`src/rtl/parking_gate_controller.sv`:
```
// Entry/exit barrier sequencer for a single-lane ramp sharing one occupancy counter.
// Optional gate-open timeout is compiled in with `define PARKING_GATE_TIMEOUT_EN.
module parking_gate_controller #(
    parameter int CNT_W    = 8,
    parameter int CAPACITY = 200,
    parameter int TIMEOUT  = 1000,
    parameter int TO_W     = 16
) (
    input  logic             clk,
    input  logic             rst,
    input  logic             entry_req,
    input  logic             exit_req,
    input  logic             car_enter,
    input  logic             car_exit,
    input  logic [CNT_W-1:0] count,
    output logic             gate_in_open,
    output logic             gate_out_open,
    output logic             lot_full,
    output logic             busy,
    output logic             timeout_evt
);

    typedef enum logic [1:0] {
        IDLE     = 2'd0,
        OPEN_IN  = 2'd1,
        OPEN_OUT = 2'd2,
        CLOSE    = 2'd3
    } state_t;

    localparam logic [CNT_W-1:0] CAP_C = CNT_W'(CAPACITY);

    state_t state_r;
    state_t next_state_s;
    logic   last_dir_r;        // 1'b1 = last grant was exit
    logic   next_last_dir_s;
    logic   to_flag_r;
    logic   next_to_flag_s;
    logic   eff_entry_s;
    logic   expire_s;
    logic   open_s;
    logic   unused_cfg_s;

    assign lot_full      = (count >= CAP_C);
    assign eff_entry_s   = entry_req && !lot_full;
    assign open_s        = (state_r == OPEN_IN) || (state_r == OPEN_OUT);
    assign gate_in_open  = (state_r == OPEN_IN);
    assign gate_out_open = (state_r == OPEN_OUT);
    assign busy          = (state_r != IDLE);
    assign timeout_evt   = to_flag_r;
    assign unused_cfg_s  = ^{TIMEOUT, TO_W};

`ifdef PARKING_GATE_TIMEOUT_EN
    localparam logic [TO_W-1:0] TO_LAST_C = TO_W'(TIMEOUT - 1);
    localparam logic [TO_W-1:0] TO_ONE_C  = TO_W'(1);

    logic [TO_W-1:0] to_cnt_r;

    // The count reaching TIMEOUT-1 on an edge means the gate has been open TIMEOUT cycles.
    assign expire_s = (to_cnt_r == TO_LAST_C);

    // Open-time counter: cleared on grant, advances while open, holds at expiry.
    always_ff @(posedge clk or negedge rst) begin
        if (!rst) begin
            to_cnt_r <= '0;
        end else if ((state_r == IDLE) && (next_state_s != IDLE)) begin
            to_cnt_r <= '0;
        end else if (open_s && !expire_s) begin
            to_cnt_r <= to_cnt_r + TO_ONE_C;
        end else begin
            to_cnt_r <= to_cnt_r;
        end
    end
`else
    assign expire_s = 1'b0;
`endif

    // State, arbitration history and timeout flag registers.
    always_ff @(posedge clk or negedge rst) begin
        if (!rst) begin
            state_r    <= IDLE;
            last_dir_r <= 1'b1;
            to_flag_r  <= 1'b0;
        end else begin
            state_r    <= next_state_s;
            last_dir_r <= next_last_dir_s;
            to_flag_r  <= next_to_flag_s;
        end
    end

    // Next-state logic: round-robin grant, pass-or-timeout close, one-cycle CLOSE.
    always_comb begin
        next_state_s    = state_r;
        next_last_dir_s = last_dir_r;
        next_to_flag_s  = 1'b0;
        case (state_r)
            IDLE: begin
                if (eff_entry_s && (!exit_req || last_dir_r)) begin
                    next_state_s    = OPEN_IN;
                    next_last_dir_s = 1'b0;
                end else if (exit_req) begin
                    next_state_s    = OPEN_OUT;
                    next_last_dir_s = 1'b1;
                end else begin
                    next_state_s    = IDLE;
                end
            end
            OPEN_IN: begin
                if (car_enter) begin
                    next_state_s = CLOSE;
                end else if (expire_s) begin
                    next_state_s   = CLOSE;
                    next_to_flag_s = 1'b1;
                end else begin
                    next_state_s = OPEN_IN;
                end
            end
            OPEN_OUT: begin
                if (car_exit) begin
                    next_state_s = CLOSE;
                end else if (expire_s) begin
                    next_state_s   = CLOSE;
                    next_to_flag_s = 1'b1;
                end else begin
                    next_state_s = OPEN_OUT;
                end
            end
            CLOSE: begin
                next_state_s = IDLE;
            end
            default: begin
                next_state_s = IDLE;
            end
        endcase
    end

endmodule

```
`config.mk`:
```
export PLATFORM = sky130hd
export DESIGN_NAME = parking_gate_controller
export DESIGN_NICKNAME = d
export VERILOG_FILES = /design/src/rtl/parking_gate_controller.sv
export SDC_FILE = /design/constraint.sdc
export NUM_CORES = 1
export LEC_CHECK = 0
export CORE_AREA = 2 2 39 41
export CTS_CLUSTER_SIZE = 30
export DETAILED_ROUTE_END_ITERATION = 16
export DIE_AREA = 0 0 41 43
export GPL_TIMING_DRIVEN = 0
export PLACE_DENSITY_LB_ADDON = 0.1
export SLEW_MARGIN = 10
export SYNTH_ARGS = -nofsm -noshare
export SYNTH_HDL_FRONTEND = slang
export SYNTH_SLANG_ARGS = --single-unit
```
`constraint.sdc`:
```
create_clock -name clk -period 1.5 [get_ports clk]
set_input_delay 0.3 -clock clk [delete_from_list [all_inputs] [get_ports clk]]
set_output_delay 0.3 -clock clk [all_outputs]
set_load 0.1 [all_outputs]
```
== Word level (Yosys, flattened, before mapping) ==
Cells that the tools add are included.

* Memories: 0
* Bits in writable memories: 0
* Register bits after elaboration: 3
* Latch bits: 0
* Output and inout port bits: 5
* Memory bits (read-only): 0
* Input port bits: 14
* Logic and storage cells: 22

* $lt $le $gt $ge: 1
* Reductions and logical operators: 9
* Shift operators: 0
* Multiplexer cells: 7
* Multipliers: 0
* Divide/modulo/power cells: 0
* Equality and inequality tests: 3
* Add/sub/neg operators: 0
* Bitwise gates (word level): 0

{| class="wikitable"
|+ Operators by type and width
! kind !! number
|-
| 8-bit >= comparator, second input constant || 1
|-
| 2-bit one-hot mux with 4 select lines || 1
|-
| 2-bit 2-to-1 mux || 3
|-
| 2-bit == test, second input constant || 2
|-
| 2-bit nonzero test || 2
|-
| 1-bit 2-to-1 mux || 3
|-
| 2-bit by 1-bit == test with 1-bit output, second input constant || 1
|-
| 1-bit logical AND || 2
|-
| 1-bit zero test || 2
|-
| 2-bit zero test || 1
|-
| 2-bit AND reduction || 1
|-
| 1-bit logical OR || 1
|}

== Longest topological paths before layout ==
Gate-level depths: netlist of run 1.

* Depth in word-level cells: 6
* Depth in mapped cells: 4
* Depth with buffers taken out: 4

== Least setup slack after synthesis of run 1 ==
OpenSTA, ideal clock, no wires.

* Path type: register to output
* Start point: reg state_r[0]
* End point: out gate_out_open
* Data required time: 1,200 ps
* Buffers on the path: 0
* Arrival: 1,771 ps
* Stages on the path, launching flop included: 2
* Setup slack: -571 ps
* Cell sequence: dfrtp_1 > nor2b_1

* Cells in the longest elaborated chain, start to end: 1

{| class="wikitable"
|+ Ends and longest elaborated chain
! what !! line !! text
|-
| start, declared || 32 || <nowiki>state_t state_r;</nowiki>
|-
| start signal, assigned || 84 || <nowiki>state_r <= next_state_s;</nowiki>
|-
| 2-bit == test || 47 || <nowiki>assign gate_out_open = (state_r == OPEN_OUT);</nowiki>
|-
| end, declared || 17 || <nowiki>output logic gate_out_open,</nowiki>
|}

Every way passes these cells.

== Final worst setup path of run 1 ==
* Start point: in count[7]
* End point: out lot_full

* Cells in the longest elaborated chain, start to end: 1

{| class="wikitable"
|+ Ends and longest elaborated chain
! what !! line !! text
|-
| start, declared || 15 || <nowiki>input logic [CNT_W-1:0] count,</nowiki>
|-
| 8-bit >= comparator || 43 || <nowiki>assign lot_full = (count >= CAP_C);</nowiki>
|-
| end, declared || 18 || <nowiki>output logic lot_full,</nowiki>
|}

Every way passes these cells.

==> results of run 1 <==
-- power by group through the flow --
stage / registers [mW] / clock network (mW) / logic, mW
2_1_floorplan: 0.169 / 0 / 0.467
3_3_place_gp: 0.181 / 0 / 0.595
3_5_place_dp: 0.178 / 0 / 0.600
4_1_cts: 0.184 / 0.148 / 0.593
5_1_grt: 0.196 / 0.158 / 0.629
6_report: 0.186 / 0.139 / 0.601
-- cells by family after synthesis --
logic type | count (synthesis) | share of synthesized area (%)
flops | 3 | 39.4
simple gates | 8 | 20.6
buf+inv | 3 | 7.74
other cells | 1 | 1.93
compound gates | 6 | 30.3
-- final cells by class --
| class | count | area [um^2] |
|---|---|---|
| repair buffers | 15 | 153 |
| clock buffers | 4 | 26.3 |
| well taps | 16 | 20.0 |
| inverters | 2 | 7.51 |
| fillers | 153 | 978 |
| multi-input cells | 15 | 114 |
| flip-flops and latches | 3 | 77.6 |
| plain buffers | 1 | 7.51 |
-- layer usage --
layer | global-route usage (%) | vias to the layer above | share of wire (%)
li1 | - | 109 | -
met1 | 9.35 | 100 | 44
met2 | 9.38 | 12 | 45
met3 | 3.14 | 0 | 10
met4 | 4.00 | 0 | 0
met5 | 0 | - | 0
-- worst max-delay path by stage --
stage               startpoint       end  slack [ns]  cells past startpoint
global placement      count[3]  lot_full       -0.93                      4
global route          count[7]  lot_full        0.01                      4
CTS                   count[6]  lot_full        0.01                      4
floorplan           state_r[0]      busy        0.09                      2
finish                count[7]  lot_full        0.03                      4
detailed placement    count[4]  lot_full       -0.93                      4
-- flip-flops by register name, indices dropped and copies added (netlist names) --
name and flops:
last_dir_r 1, state_r 2
-- what timing repair did --
action / in CTS / in global routing
gates cloned: 0 / 0
pin swaps: 1 / 0
buffers inserted: 1 / 0
resized for setup: 31 / 3
setup endpoints to repair: 4 / 3
-- layout by cell type (no fill, tap or decap) --
cell             n
clkdlybuf4s50_1  6
buf_4            4
nand2_1          3
clkbuf_4         3
dlygate4sd2_1    3
o21ai_1          2
o311ai_4         1
inv_2            1
nor2b_4          1
and2b_2          1
nor2_2           1
a22oi_1          1
nand2b_1         1
a31oi_1          1
inv_1            1
nand3_1          1
o2bb2ai_1        1
conb_1           1
clkbuf_1         1
dlymetal6s2s_1   1
dfstp_2          1
buf_6            1
buf_12           1
dfrtp_2          1
dfrtp_1          1
-- critical path: stages --
cell,delay (ns)
clkdlybuf4s50_1,0.50
o311ai_4,0.10
inv_2,0.09
buf_12,0.17
==> flow_metrics.env, run 1 <==
export IMPL_status="complete, no violations"
export IMPL_critPathLaunchType="input pin"
export IMPL_r2r_end="state_r[0]"
export IMPL_path_class="in2out"
export IMPL_via_per_inst=3.95
export IMPL_die_h_um=43
export IMPL_drt_wirelength_per_cell_um=9.50
export IMPL_htree_levels=1
export IMPL_drv_slew=0
export IMPL_gp_congestion=0.588
export IMPL_drive_above_1_share_pct=40.0
export IMPL_drtIter0Drc=2
export IMPL_synth_top_cell_area_share_pct=25.8
export IMPL_routed_wl_um=532
export IMPL_pwr_share_comb_pct=64.9
export IMPL_finalPower_uw=927
export IMPL_grt_pass1_wl_um=834
export IMPL_synthCells=21
export IMPL_layout_setup_ws_ns=0.0309
export IMPL_ys_warnings_count=0
export IMPL_p_int_uw=410
export IMPL_switching_share_pct=55.8
export IMPL_cap_viol_max_count=0
export IMPL_antenna_found_initial=0
export IMPL_synth_cell_types=17
export IMPL_tns_ns=0
export IMPL_fin_util_pct=29.3
export IMPL_clkPwrFrac_pct=15.0
export IMPL_ctsRootBufferMaster="clkbuf_4"
export IMPL_drt_pass1_iter_count=2
export IMPL_ir_drop_mv=0.885
export IMPL_cts_num_sinks=3
export IMPL_setup_violations=0
export IMPL_yosys_top_cells_count="nand2_1, dfrtp_1, o21ai_1"
export IMPL_ff2ff_setup_slack_ns=0.53
export IMPL_max_freq_mhz=681
export IMPL_powerDensity_nw_per_um2=2290
export IMPL_max_clock_path_buffers=2
export IMPL_drtAntennaViolNets=0
export IMPL_synth_area_top_cells="dfrtp_1, dfstp_2, o311ai_4"
export IMPL_yosys_register_bits=3
export IMPL_layout_cells_non_filler=56
export IMPL_clkLatencyLatePin_ns=0.23
export IMPL_yosysMostFrequentCell="nand2_1"
export IMPL_placed_area_um2=363
export IMPL_crit_fanout=2
export IMPL_crit_path_end_kind="output pin"
export IMPL_fin_area_um2=405
export IMPL_power_leakage_nw=0.183
export IMPL_grt_max_degree=6
export IMPL_die_x_um=41
export IMPL_dp_final_hpwl_um=424
export IMPL_clock_skew_ns=0.00593
export IMPL_path_clk_slew_ns=0.03
export IMPL_cts_hold_buf=0
export IMPL_coreArea_um2=1380
export IMPL_areaGrowthSynthToFinish_pct=109
export IMPL_holdWs_ns=0.255
export IMPL_antennaDiodeCount=0
export IMPL_grt_pass1_vias=207
export IMPL_r2r_cells=3
export IMPL_netSwitchingPower_uw=517
export IMPL_pre_cts_slack_ns=-0.932
export IMPL_cts_made_buffers=3
export IMPL_dp_cells=51
export IMPL_cts_tree="built"
export IMPL_fin_nets=55
export IMPL_async_flop_share_pct=100
export IMPL_r2r_start="last_dir_r"
export IMPL_pwr_share_seq_pct=20.1
export IMPL_numPortBuffers=14
export IMPL_finalCriticalPeriod_ns=1.47
export IMPL_netlist_area_um2=194
export IMPL_cp_required_ns=1.20
export IMPL_rows=14
export IMPL_vias=221
export IMPL_grt_ovfl_total=0
export IMPL_finalHoldViolCount=0
export IMPL_yosys_most_used_dff="dfrtp_1"
export IMPL_hold_path_class="in2async"
export IMPL_route_detailed_drc=0
export IMPL_pin_count=19
export IMPL_start_util_pct=14.0
export IMPL_avgSynthCellArea_um2=9.24
export IMPL_synth_nets=35
export IMPL_timing_final_crit_share_pct=97.9
export IMPL_grt_use_total_pct=7.14
export IMPL_die_area_um2=1760
export IMPL_yosysSeqAreaShare_pct=39.4
export IMPL_grt_setup_unrepaired="no"
export IMPL_synth_edf_count=0
export IMPL_arrival_ns=1.17
export IMPL_synth_top_area_cell="dfrtp_1"
No activity file was read; power rests on OpenSTA's default activity.
==> inputs of run 2 (changes only) <==
Settings changed: CORE_AREA 2 2 39 41 to 5 5 42 44, DIE_AREA 0 0 41 43 to 0 0 47 49.
==> run 2 against run 1 <==
- cell area rose by 4.9%
- via count rose by 2.3%
- wire length rose by 11%
- global-route usage fell by 0.72 points
- sequential share of layout area fell by 0.90 points
- die area rose by 31%
- largest power group unchanged
- highest routed layer unchanged
- utilization rose by 1.1 points
- maximum frequency fell by 0.53%
- non-clock buffer count rose by 2
- clock skew fell by 0.0043 ns
==> flow_metrics.env, run 2 (same netlist as run 1, synthesis figures left out) <==
export IMPL_cts_tree="built"
export IMPL_drv_slew=0
export IMPL_cts_num_sinks=3
export IMPL_cp_required_ns=1.20
export IMPL_largest_reg_flops=2
export IMPL_fin_nets=57
export IMPL_wl_met3_um=111
export IMPL_dp_cells=51
export IMPL_mostFrequentLayoutCells="buf_4, clkdlybuf4s50_1, nand2_1, clkbuf_4, dlygate4sd2_1"
export IMPL_placed_area_um2=363
export IMPL_crit_path_end_kind="output pin"
export IMPL_critPathLaunch="count[7]"
export IMPL_r2r_start="state_r[1]"
export IMPL_start_util_pct=13.8
export IMPL_die_x_um=47
export IMPL_routed_top_layer="met3"
export IMPL_numPortBuffers=14
export IMPL_pin_count=19
export IMPL_drive_above_1_share_pct=42.9
export IMPL_route_detailed_drc=0
export IMPL_grt_ovfl_total=0
export IMPL_areaGrowthSynthToFinish_pct=119
export IMPL_power_leakage_nw=0.194
export IMPL_drtIter0Drc=1
export IMPL_crit_fanout=2
export IMPL_hold_path_class="in2async"
export IMPL_fin_util_pct=30.4
export IMPL_coreArea_um2=1400
export IMPL_setup_violations=0
export IMPL_cap_viol_max_count=0
export IMPL_ir_drop_mv=0.839
export IMPL_layout_cells_non_filler=58
export IMPL_largest_register="state_r"
export IMPL_grt_pass1_vias=240
export IMPL_ff2ff_setup_slack_ns=0.52
export IMPL_antenna_found_initial=0
export IMPL_cts_hold_buf=0
export IMPL_status="complete, no violations"
export IMPL_clock_skew_ns=0.00167
export IMPL_cts_made_buffers=3
export IMPL_fin_area_um2=425
export IMPL_path_class="in2out"
export IMPL_drtAntennaViolNets=0
export IMPL_grt_use_total_pct=6.42
export IMPL_critPathLaunchType="input pin"
export IMPL_rows=14
export IMPL_powerDensity_nw_per_um2=2220
export IMPL_grt_pass1_wl_um=979
export IMPL_antennaDiodeCount=0
export IMPL_path_clk_slew_ns=0.04
export IMPL_max_clock_path_buffers=2
export IMPL_arrival_ns=1.18
export IMPL_drt_met1_wl_um=236
export IMPL_drt_wirelength_per_cell_um=10.1
export IMPL_die_h_um=49
export IMPL_htree_levels=1
export IMPL_finalCriticalPeriod_ns=1.48
export IMPL_gp_congestion=0.696
export IMPL_max_freq_mhz=677
export IMPL_die_area_um2=2300
export IMPL_timing_final_crit_share_pct=98.5
export IMPL_layout_setup_ws_ns=0.0230
export IMPL_finalHoldViolCount=0
export IMPL_grt_max_degree=6
export IMPL_r2r_end="state_r[1]"
export IMPL_drt_pass1_iter_count=2
export IMPL_met2_length_um=240
export IMPL_fillCellCount=162
export IMPL_clkLatencyLatePin_ns=0.23
export IMPL_vias=226
export IMPL_pre_cts_slack_ns=-0.932
export IMPL_reg_top3="state_r (2), last_dir_r (1)"
export IMPL_routed_wl_um=588
export IMPL_r2r_cells=3
export IMPL_tns_ns=0
export IMPL_ctsRootBufferMaster="clkbuf_4"
export IMPL_via_per_inst=3.90
[run 2: changes by cell type in the layout (fill, tap and decap cells not counted), sizes merged]
cell | before | now
buf | 6 | 8
[run 2: how the worst max path moves through the flow]
stage	slack [ns]	end
3_5_place_dp	-0.93	lot_full
3_3_place_gp	-0.93	lot_full
6_report	0.02	lot_full
2_1_floorplan	0.09	busy
4_1_cts	0.01	lot_full
5_1_grt	-0.0003	lot_full
[run 2: stage by stage]
step	hold WS [ns]	total power, mW
4_1_cts	0.247	0.933
3_3_place_gp	0.483	0.777
2_1_floorplan	0.00441	0.636
5_1_grt	0.248	1.00
3_5_place_dp	0.490	0.782
6_report	0.250	0.944
[run 2: cell type report]
class	instances	area, um^2	area share [%]
buffer	1	7.51	1.76
clock buffer	4	26.3	6.18
multi-input combinational	15	119	27.9
inverter	2	7.51	1.76
sequential	3	77.6	18.2
tap	16	20.0	4.71
timing repair buffer	17	168	39.4
[run 2: worst max-delay path, cell delays in order]
cell,delay [ns]
clkdlybuf4s50_1,0.50
o311ai_4,0.11
inv_2,0.10
buf_12,0.17
[run 2: repair_timing]
action / in CTS / in global routing
setup endpoints to repair: 4 / 3
buffers inserted: 2 / 1
gates resized for setup: 31 / 4
pin swaps: 1 / 0
[run 2: power breakdown]
| part | internal, mW | switching (mW) | leakage [nW] |
|---|---|---|---|
| Sequential | 0.136 | 0.0595 | 0.0330 |
| Combinational | 0.181 | 0.425 | 0.146 |
| Clock | 0.0998 | 0.0430 | 0.0150 |
[run 2: layer usage]
metal,vias to the layer above,track usage [%]
met5,-,0
met4,0,2.76
met3,0,7.38
met2,15,7.24
met1,100,7.28
li1,111,-
